<file path="src/rtl/lampboard_sequencer.sv">
// Queues keypresses, handshakes each one with the cipher core, shows the plain/cipher pair on new-frame edges.
// Key to enc_req_out is 2 cycles; key_ready_out falls when the queue is full and excess keys are counted as drops.
module lampboard_sequencer #(
  parameter int FIFO_DEPTH  = 4,
  parameter int HOLD_FRAMES = 30,
  parameter int ENC_TIMEOUT = 255
) (
  input  logic       clk_pixel,
  input  logic       sys_rst_pixel,
  input  logic       key_valid_in,
  input  logic [4:0] key_letter_in,
  output logic       key_ready_out,
  output logic       enc_req_out,
  output logic [4:0] enc_letter_out,
  input  logic       enc_ack_in,
  input  logic [4:0] enc_letter_in,
  input  logic       nf_in,
  output logic [4:0] orig_letter_out,
  output logic [4:0] code_letter_out,
  output logic       busy_out,
  output logic [7:0] drop_count_out
);

  localparam int PW = (FIFO_DEPTH > 1) ? $clog2(FIFO_DEPTH) : 1;
  localparam int CW = $clog2(FIFO_DEPTH) + 1;

  typedef enum logic [1:0] {IDLE, REQ, ARM, HOLD} state_t;
  state_t state, state_nxt;

  logic [4:0]    fifo_mem [FIFO_DEPTH];
  logic [PW-1:0] rd_ptr, wr_ptr;
  logic [CW-1:0] count;
  logic [4:0]    key_reg, code_reg;
  logic [7:0]    hold_cnt;
  logic [9:0]    tmo_cnt;

  logic key_ok, pop, push, drop, tmo_hit;

  assign key_ok  = key_valid_in && (key_letter_in != 5'd0) && (key_letter_in <= 5'd26);
  assign pop     = (state == IDLE) && (count != '0);
  // A full queue still accepts a key when the head leaves in the same cycle.
  assign push    = key_ok && ((count < CW'(FIFO_DEPTH)) || pop);
  assign drop    = key_ok && !push;
  assign tmo_hit = (tmo_cnt == 10'(ENC_TIMEOUT - 1));

  assign key_ready_out = (count < CW'(FIFO_DEPTH));

  always_ff @(posedge clk_pixel) begin
    if (sys_rst_pixel) state <= IDLE;
    else               state <= state_nxt;
  end

  always_comb begin
    state_nxt      = state;
    enc_req_out    = 1'b0;
    enc_letter_out = 5'd0;
    busy_out       = (state != IDLE);
    unique case (state)
      IDLE: if (pop) state_nxt = REQ;
      REQ: begin
        enc_req_out    = 1'b1;
        enc_letter_out = key_reg;
        if (enc_ack_in || tmo_hit) state_nxt = ARM;
      end
      ARM:  if (nf_in) state_nxt = HOLD;
      HOLD: if (nf_in && (hold_cnt == 8'd1)) state_nxt = IDLE;
      default: state_nxt = IDLE;
    endcase
  end

  // Storage has no reset; the pointers and count define what is valid.
  always_ff @(posedge clk_pixel) begin
    if (push) fifo_mem[wr_ptr] <= key_letter_in;
  end

  always_ff @(posedge clk_pixel) begin
    if (sys_rst_pixel) begin
      rd_ptr          <= '0;
      wr_ptr          <= '0;
      count           <= '0;
      key_reg         <= 5'd0;
      code_reg        <= 5'd0;
      hold_cnt        <= 8'd0;
      tmo_cnt         <= 10'd0;
      orig_letter_out <= 5'd0;
      code_letter_out <= 5'd0;
      drop_count_out  <= 8'd0;
    end else begin
      if (push) wr_ptr <= wr_ptr + PW'(1);
      if (pop) begin
        key_reg <= fifo_mem[rd_ptr];
        rd_ptr  <= rd_ptr + PW'(1);
        tmo_cnt <= 10'd0;
      end
      unique case ({push, pop})
        2'b10:   count <= count + CW'(1);
        2'b01:   count <= count - CW'(1);
        default: ;
      endcase

      if (drop && (drop_count_out != 8'hFF)) drop_count_out <= drop_count_out + 8'd1;

      if (state == REQ) begin
        if (enc_ack_in)   code_reg <= enc_letter_in;
        else if (tmo_hit) code_reg <= 5'd0;
        else              tmo_cnt  <= tmo_cnt + 10'd1;
      end

      if ((state == ARM) && nf_in) begin
        orig_letter_out <= key_reg;
        code_letter_out <= code_reg;
        hold_cnt        <= 8'(HOLD_FRAMES);
      end

      if ((state == HOLD) && nf_in) begin
        if (hold_cnt == 8'd1) begin
          orig_letter_out <= 5'd0;
          code_letter_out <= 5'd0;
          hold_cnt        <= 8'd0;
        end else begin
          hold_cnt <= hold_cnt - 8'd1;
        end
      end
    end
  end

endmodule

</file>
<file path="config.mk">
export PLATFORM = sky130hd
export DESIGN_NAME = lampboard_sequencer
export DESIGN_NICKNAME = d
export VERILOG_FILES = /design/src/rtl/lampboard_sequencer.sv
export SDC_FILE = /design/constraint.sdc
export NUM_CORES = 1
export LEC_CHECK = 0
export CORE_UTILIZATION = 46
export CTS_CLUSTER_SIZE = 14
export DETAILED_ROUTE_END_ITERATION = 12
export DONT_BUFFER_PORTS = 1
export MAX_ROUTING_LAYER = met4
export PLACE_DENSITY_LB_ADDON = 0.2
export REMOVE_ABC_BUFFERS = 1
export SYNTH_ARGS = -nofsm -noshare
export SYNTH_HDL_FRONTEND = slang
export SYNTH_SLANG_ARGS = --single-unit
</file>
<file path="constraint.sdc">
create_clock -name clk_pixel -period 2.7 [get_ports clk_pixel]
set_clock_uncertainty 0.15 [all_clocks]
set_input_delay 0.27 -clock clk_pixel [delete_from_list [all_inputs] [get_ports clk_pixel]]
set_output_delay 0.27 -clock clk_pixel [all_outputs]
set_load 0.005 [all_outputs]
</file>
==> flow_summary.toml, run 1 <==
[logic_synthesis]
synth_enable_flop_cells = 20
synth_top_area_share_pct = 32.0
synth_seq_area_share_pct = 49.5
postSynthAreaPerCell_sq_um = 9.74
yosysUniqueCellTypes = 52
synth_ff_type = "dfxtp_1"
netlist_instances = 353
synthesis.area_sq_um = 3440
async_reset_ff_share_pct = 0
synth_top_area_cell = "dfxtp_1"
ys_seq_elements = 75
ys.warnings.count = 0
ys_top_cells_by_area = "dfxtp_1, edfxtp_1, a21oi_1"

[outcome]
status = "completed"

[critical_path]
critPathKind = "flop to flop"
worst-path-buf-inv = 3
end_kind = "flop"
critPathLaunchType = "flop"
slowest_delay_ps = 390
crit_chain = "inv_1, ha_1, o21ai_0, nor3_1, inv_1, ha_1, inv_1, fa_1, xor2_1, or3_1, a21oi_1"
crit_top_cell = "inv_1"
cp_max_fo = 5
crit_family = "adder cells"
crit_slowest_cell = "dfxtp_1"
arrival_ps = 2630
required_ps = 2830

[detailed_routing]
wirelength_microns = 7050
postRouteAntennaNets = 0
wl_per_cell_microns = 14.9
firstDrtPassIters = 4
first_iter_violations = 116
viasPerCell = 5.51
drc = 0
vias = 2607

[run]
max_cap_violations = 0

[timing]
setup_ws_ps = 196
setup_viol = 0
final-hold-violation-count = 0
maxSlewHeadroom_pct = 55.6
max_clock_freq_mhz = 399
worstMarginPinSlew_ps = 661
post-route-period-util_pct = 92.7
hold_ws_ps = 31.3
rsz0062_at_grt = "false"
fin_setup_tns_ps = 0
fin_crit_ps = 2500
final-max-slew-violation-count = 0

[pwr]
ir_drop_mv = 0.460
p_leak_nw = 1.34
p_total_w = 0.00312
p_per_area_nw_per_um2 = 808

[clock_tree]
path_clk_slew_ps = 80
cts_resized = 0
cts_sinks = 75
htree_levels = 3
ctsRootBufferMaster = "clkbuf_8"
cts_tree = "done"
clkLatencyLatePin_ps = 350
numCtsBuffers = 9
clockBufferDepth = 2

[global_route]
antenna_found_initial = 0
grt_max_degree = 33
grtUsageTotal_pct = 20.2
grt_pass1_wl_microns = 11500
grt-ovfl-total = 0
first_global_vias = 2473

[final_layout]
fillers = 671
nets = 399
top_register = "fifo_mem"
final_layout_size_suffix_gt1_share_pct = 9.09
largest_reg_flops = 20
area_growth_pct = 12.5
top_regs = "fifo_mem (20), tmo_cnt (10)"
antenna_cells = 0

[floorplan]
die_x_microns = 88.4
die_h_microns = 88.4
ioPinCount = 41
core_sq_um = 7250
num_rows = 31
start_util_pct = 47.4
die-area_sq_um = 7820

[place]
dp_slack_ps = 202
gp_congestion = 0.790
portBuffers = 0
hpwlAfterDp_microns = 4660

[worst_hold_path]
hold_class = "input pin to flop"
[final timing paths]
path | to | cells past startpoint | slack [ps] | start
worst min register to register | code_letter_out[1]$_SDFF_PP0_ | 2 | 300 | code_reg[1]$_SDFFE_PP0P_
worst max register to register | count[2]$_SDFFE_PP0P_ | 11 | 200 | state[0]$_SDFFE_PP0P_
worst max-delay path | count[2]$_SDFFE_PP0P_ | 11 | 200 | state[0]$_SDFFE_PP0P_
worst min-delay path | key_reg[0]$_SDFFE_PP0P_ | 2 | 30 | sys_rst_pixel
[metrics by stage]
stage	std cells	instance area [sq um]	util, %
after detailed placement	445	3540	48.9
after global routing	473	3870	53.3
after CTS	473	3870	53.3
final	473	3870	53.3
after floorplan	341	3380	-
after global placement	445	3540	48.9
[final cells by class]
| class | instances | area, sq um | share of cell area, % |
|---|---|---|---|
| Inverter | 20 | 75.1 | 1.94 |
| Clock buffer | 10 | 128 | 3.30 |
| Multi-Input combinational cell | 246 | 1610 | 41.6 |
| Sequential cell | 75 | 1700 | 44.0 |
| Tap cell | 99 | 124 | 3.20 |
| Clock inverter | 6 | 63.8 | 1.65 |
| Timing Repair Buffer | 17 | 168 | 4.34 |
[logic make-up after synthesis]
group | count (synthesis) | synth area share, %
adder cells (fa/ha/maj) | 15 | 5.68
flip-flops | 75 | 49.5
buffers and inverters | 32 | 3.75
AO/OA/AOI/OAI | 85 | 16.1
multiplexers | 7 | 3.86
AND/OR/NAND/NOR | 134 | 19.9
XOR/XNOR | 5 | 1.27
[power by group]
group / leakage (nW) / internal [W] / switching, W
clock: 0.0943 / 0.000427 / 0.000417
sequential: 0.629 / 0.00128 / 0.000128
combinational: 0.618 / 0.000373 / 0.000496
[what timing repair did]
item / CTS / global route
endpoints found under the hold margin: 57 / 0
hold buffers: 12 / 0
buffers inserted: 0 / 0
[cells in the final DEF (no fill, tap or decap), types with 6 or more instances in the layout]
| cell type | netlist | routed |
|---|---|---|
| and2_1 | 12 | 12 |
| o21ai_0 | 13 | 13 |
| nand3_1 | 9 | 9 |
| dfxtp_1 | 55 | 55 |
| edfxtp_1 | 20 | 20 |
| ha_1 | 14 | 14 |
| clkbuf_8 | 0 | 9 |
| o31ai_1 | 7 | 7 |
| a21oi_1 | 35 | 35 |
| inv_1 | 19 | 19 |
| nor3_1 | 6 | 6 |
| nand2_1 | 44 | 44 |
| nor2_1 | 28 | 28 |
| dlygate4sd3_1 | 0 | 11 |
[Yosys cell counts, types with 3 or more instances]
cell	number
or4_1	5
o31ai_1	7
inv_1	19
nand4_1	4
clkbuf_1	10
a22o_1	5
nand3_1	9
nor3_1	6
dfxtp_1	55
mux4_2	5
nor2b_1	3
or3_1	5
xor2_1	4
o21ai_0	13
ha_1	14
nand2_1	44
and3_1	3
nor2_1	28
edfxtp_1	20
a211oi_1	4
a21oi_1	35
and2_1	12
[metal layers]
metal | up-vias | part of all wire, % | routed length [microns] | global-route usage (%)
met5 | - | 0 | 0 | -
met4 | 0 | 1.8 | 129 | 8.36
met3 | 12 | 5.8 | 412 | 5.88
met2 | 63 | 46 | 3260 | 31.7
met1 | 1223 | 46 | 3250 | 24.4
li1 | 1309 | - | - | -
Note: power is estimated with default switching activity, not from simulation.
==> run 2, diff against run 1 <==
Settings changed: BUFFER_PORTS_ARGS set to -buffer_cell sky130_fd_sc_hd__clkbuf_2, DONT_BUFFER_PORTS 1 to unset.
==> run 2 against run 1 <==
Compared with the run above: cell area grew 3.1%; flip-flop and latch count is the same; utilization is 1.6 points higher; sequential share of layout area is 1.3 points lower; hold slack got worse by 12 ps; sequential power barely moved; die area unchanged; combinational power rose by 0.6%; via count grew 3.3%; critical endpoint unchanged; largest power group unchanged.
==> flow_summary.toml, run 2 (synthesized netlist as in run 1, its figures left out) <==
[outcome]
status = "completed"

[detailed_routing]
drc = 0
first_iter_violations = 117
wl_met2_microns = 3150
viasPerCell = 5.33
vias = 2694
m1WireLength_microns = 3320
wl_per_cell_microns = 13.7
route.met3.wl_microns = 353
routed.top_layer = "met4"
postRouteAntennaNets = 0
firstDrtPassIters = 4
wirelength_microns = 6930

[final_layout]
top_regs = "fifo_mem (20), tmo_cnt (10)"
layout_commonest_cell = "dfxtp_1"
layout_common_cells = "dfxtp_1, nand2_1, clkbuf_2"
antenna_cells = 0
nets = 431
area_growth_pct = 15.9
fillers = 681
final_layout_size_suffix_gt1_share_pct = 18.5
largest_reg_flops = 20
top_register = "fifo_mem"

[timing]
final-max-slew-violation-count = 0
setup_viol = 0
worstMarginPinSlew_ps = 617
fin_setup_tns_ps = 0
fin_crit_ps = 2470
rsz0062_at_grt = "false"
final-hold-violation-count = 0
maxSlewHeadroom_pct = 58.6
max_clock_freq_mhz = 405
post-route-period-util_pct = 91.5

[floorplan]
ioPinCount = 41
die_x_microns = 88.4
die-area_sq_um = 7820
num_rows = 31
die_h_microns = 88.4
start_util_pct = 47.4
core_sq_um = 7250

[place]
portBuffers = 40
hpwlAfterDp_microns = 4840
gp_congestion = 0.897

[global_route]
grtUsageTotal_pct = 19.7
grt_max_degree = 31
antenna_found_initial = 0
grt_pass1_wl_microns = 11300
grt-ovfl-total = 0
first_global_vias = 2459

[clock_tree]
numCtsBuffers = 9
ctsRootBufferMaster = "clkbuf_8"
htree_levels = 3
cts_tree = "done"
post-cts-setup-buffers = 0
clockBufferDepth = 2
path_clk_slew_ps = 80
clkLatencyLatePin_ps = 340
cts_resized = 0
cts_sinks = 75

[critical_path]
worst-path-buf-inv = 3
cp_max_fo = 5
end_kind = "flop"
slowest_delay_ps = 390
crit_top_cell = "inv_1"
critPathLaunchType = "flop"
crit_chain = "inv_1, ha_1, o21ai_0, nor3_1, inv_1, ha_1, inv_1, fa_1, xor2_1, or3_1, a21oi_1"
crit_family = "adder cells"
crit_slowest_cell = "dfxtp_1"
critPathKind = "flop to flop"
required_ps = 2830
arrival_ps = 2600

[pwr]
ir_drop_mv = 0.538
p_leak_nw = 1.48
p_per_area_nw_per_um2 = 787
p_total_w = 0.00314

[run]
max_cap_violations = 0

[worst_hold_path]
hold_class = "input pin to flop"
[run 2: cell types whose count changed in the layout (fill, tap and decap cells not counted), sizes merged]
cell	change
clkinv	-1
dlygate4sd3	-7
buf	-1
clkinvlp	+2
clkbuf	+39
[run 2: path summary, 6_finish.rpt]
| check | endpoint | depth (start not counted) | slack (ps) | startpoint |
|---|---|---|---|---|
| max | count[2]$_SDFFE_PP0P_ | 11 | 230 | state[0]$_SDFFE_PP0P_ |
| min | code_reg[2]$_SDFFE_PP0P_ | 2 | 20 | enc_letter_in[2] |
| max reg2reg | count[2]$_SDFFE_PP0P_ | 11 | 230 | state[0]$_SDFFE_PP0P_ |
| min reg2reg | code_letter_out[1]$_SDFF_PP0_ | 2 | 300 | code_reg[1]$_SDFFE_PP0P_ |
[run 2: final cells by class]
cell class                      instances  area, sq um  share of cell area, %
Clock buffer                            9          124                   3.11
Multi-Input combinational cell        246         1610                   40.3
Inverter                               20         75.1                   1.88
Timing Repair Buffer                   49          278                   6.97
Tap cell                               99          124                   3.11
Sequential cell                        75         1700                   42.7
Clock inverter                          7         76.3                   1.92
[run 2: metrics by stage]
| step | util, % | hold slack [ps] | std cells | instance area, sq um | worst slack (ps) |
|---|---|---|---|---|---|
| 4_1_cts | 54.9 | 2.22 | 505 | 3990 | 218 |
| 6_report | 54.9 | 19.8 | 505 | 3990 | 230 |
| 2_1_floorplan | - | 189 | 341 | 3380 | 276 |
| 3_3_place_gp | 51.6 | 293 | 485 | 3740 | 129 |
| 3_5_place_dp | 51.6 | 293 | 485 | 3740 | 85.9 |
| 5_1_grt | 54.9 | 16.1 | 505 | 3990 | 72.4 |
[run 2: power by group]
group,total (W),switching [W],internal [W]
clock,0.000855,0.000425,0.000430
sequential,0.00141,0.000124,0.00128
combinational,0.000873,0.000503,0.000370
total,0.00314,0.00105,0.00208
[run 2: routing by layer]
layer  vias to the layer above  GRT usage (%)
met5                         -              -
met4                         0           8.36
met3                         9           5.88
met2                        59           30.0
met1                      1248           24.2
li1                       1378              -
[run 2: repair_timing]
action	CTS	global route
hold endpoints to repair	4	0
hold buffers	4	0
endpoints found under the setup margin	0	0
==> run 3, diff against run 2 <==
--- a/config.mk
+++ b/config.mk
@@ -7,3 +7,2 @@
 export LEC_CHECK = 0
-export BUFFER_PORTS_ARGS = -buffer_cell sky130_fd_sc_hd__clkbuf_2
 export CORE_UTILIZATION = 46
@@ -11,2 +10,3 @@
 export DETAILED_ROUTE_END_ITERATION = 12
+export DONT_BUFFER_PORTS = 1
 export MAX_ROUTING_LAYER = met4
==> constraint.sdc (replaced) <==
create_clock -name clk_pixel -period 2.55 [get_ports clk_pixel]
set_clock_uncertainty 0.15 [all_clocks]
set_input_delay 0.255 -clock clk_pixel [delete_from_list [all_inputs] [get_ports clk_pixel]]
set_output_delay 0.255 -clock clk_pixel [all_outputs]
set_load 0.1 [all_outputs]
==> run 3 against run 2 <==
Compared with the run above: clock power rose by 2%; final cell count down 1.4%; critical path depth unchanged; first-iteration DRC count is 36% higher; register-to-register slack got worse by 70 ps; total power grew 16%; cell area is 3.3% higher; flip-flop and latch count did not move; via count increased by 0.85%; sequential share of layout area decreased by 1.3 points; critical path type unchanged; critical endpoint unchanged.
==> flow_summary.toml, run 3 (synthesized netlist as in run 1, its figures left out) <==
[timing]
final-max-slew-violation-count = 0
setup_viol = 0
setup_ws_ps = 158
maxSlewHeadroom_pct = 53.8
worstMarginPinSlew_ps = 686
max_clock_freq_mhz = 418
post-route-period-util_pct = 93.8
rsz0062_at_grt = "false"
fin_crit_ps = 2390
fin_setup_tns_ps = 0
final-hold-violation-count = 0

[global_route]
grt_max_degree = 33
grtUsageTotal_pct = 21.1
grt_util_met3_pct = 5.50
top_usage_layer = "met2"
first_global_vias = 2585
grt-ovfl-total = 0
met1_usage_pct = 26.3
grt_pass1_wl_microns = 12100
antenna_found_initial = 0
grt_use_met2_pct = 32.9

[clock_tree]
numCtsBuffers = 9
cts_tree = "done"
clockBufferDepth = 2
htree_levels = 3
cts_sinks = 75
path_clk_slew_ps = 80
ctsRootBufferMaster = "clkbuf_8"
clkLatencyLatePin_ps = 350
post-cts-setup-buffers = 0

[detailed_routing]
vias = 2717
viasPerCell = 5.46
firstDrtPassIters = 4
wl_per_cell_microns = 14.5
wirelength_microns = 7210
drc = 0
first_iter_violations = 159
postRouteAntennaNets = 0

[final_layout]
nets = 424
largest_reg_flops = 20
top_regs = "fifo_mem (20), tmo_cnt (10)"
top_register = "fifo_mem"
layout_common_cells = "dfxtp_1, nand2_1, a21oi_1"
area_growth_pct = 19.7
fin_util_pct = 56.7
antenna_cells = 0
layout_commonest_cell = "dfxtp_1"
fillers = 656
final_layout_size_suffix_gt1_share_pct = 15.5

[floorplan]
core_sq_um = 7250
die_h_microns = 88.4
start_util_pct = 47.4
num_rows = 31
die_x_microns = 88.4
ioPinCount = 41
die-area_sq_um = 7820

[critical_path]
reg2reg_slack_ps = 160
required_ps = 2680
critPathKind = "flop to flop"
r2r_cells = 11
r2r-start = "state[1]$_SDFFE_PP0P_"
critPathLaunchType = "flop"
reg2reg_to = "count[2]$_SDFFE_PP0P_"
crit_chain = "inv_1, ha_2, o21ai_0, nor3_1, inv_1, ha_1, inv_1, fa_1, xor2_1, or3_1, a21oi_1"
slowest_delay_ps = 390
crit_family = "adder cells"
crit_top_cell = "inv_1"
crit_slowest_cell = "dfxtp_1"
worst-path-buf-inv = 3
arrival_ps = 2520
cp_max_fo = 5
end_kind = "flop"

[place]
gp_congestion = 0.834
portBuffers = 0
hpwlAfterDp_microns = 4890
dp_slack_ps = 41.5

[pwr]
p_leak_nw = 1.49
p_total_w = 0.00365
p_per_area_nw_per_um2 = 886
ir_drop_mv = 0.762

[worst_hold_path]
min_to = "key_reg[0]$_SDFFE_PP0P_"
hold_class = "input pin to flop"
hold_depth = 2
hp-start = "sys_rst_pixel"

[run]
max_cap_violations = 0

[outcome]
status = "completed"
run 3: area by class of cell:
cell class                      instances  area, sq um  area share, %
Sequential cell                        75         1700           41.4
Multi-Input combinational cell        246         1610           39.1
Timing Repair Buffer                   42          418           10.2
Clock buffer                           11          153           3.71
Tap cell                               99          124           3.01
Inverter                               20         75.1           1.82
Clock inverter                          5         33.8          0.821
run 3: report_power, final:
group	internal (W)	leakage, nW	total [W]	switching, W
Combinational	0.000463	0.765	0.00128	0.000814
Sequential	0.00136	0.629	0.00150	0.000138
Clock	0.000415	0.0991	0.000870	0.000454
run 3: worst max path at each step:
| stage | cells past startpoint | start | slack [ps] | endpoint |
|---|---|---|---|---|
| 3_5_place_dp | 10 | key_letter_in[4] | 40 | count[2]$_SDFFE_PP0P_ |
| 6_report | 11 | state[1]$_SDFFE_PP0P_ | 160 | count[2]$_SDFFE_PP0P_ |
| 3_3_place_gp | 10 | key_letter_in[4] | 130 | count[2]$_SDFFE_PP0P_ |
| 4_1_cts | 11 | state[0]$_SDFFE_PP0P_ | 60 | count[2]$_SDFFE_PP0P_ |
| 5_1_grt | 11 | state[1]$_SDFFE_PP0P_ | 8 | count[2]$_SDFFE_PP0P_ |
| 2_1_floorplan | 10 | count[2]$_SDFFE_PP0P_ | -270 | count[2]$_SDFFE_PP0P_ |
run 3: through the flow:
step | hold slack (ps) | instances | instance area (sq um)
floorplan | 174 | 341 | 3380
global placement | 180 | 470 | 3790
detailed placement | 184 | 470 | 3790
CTS | 6.22 | 498 | 4110
global route | 17.8 | 498 | 4120
finish | 22.3 | 498 | 4120
run 3: what timing repair did:
| action | in CTS | in global routing |
|---|---|---|
| endpoints found under the setup margin | 0 | 2 |
| hold endpoints to repair | 57 | 0 |
| hold buffers | 12 | 0 |
| resized for setup | 0 | 2 |
run 3: layer usage:
layer  vias to the layer above  share of wire [%]
li1                       1364                  -
met1                      1285                 48
met2                        58                 46
met3                        10                4.7
met4                         0                1.2
met5                         -                  0
run 3: worst reg2reg max path: stages, from the launching register on:
cell     delay (ps)
dfxtp_1         390
inv_1            80
ha_2            220
o21ai_0         150
nor3_1           80
inv_1            60
ha_1            170
inv_1            60
fa_1            370
xor2_1          150
or3_1           300
a21oi_1         140
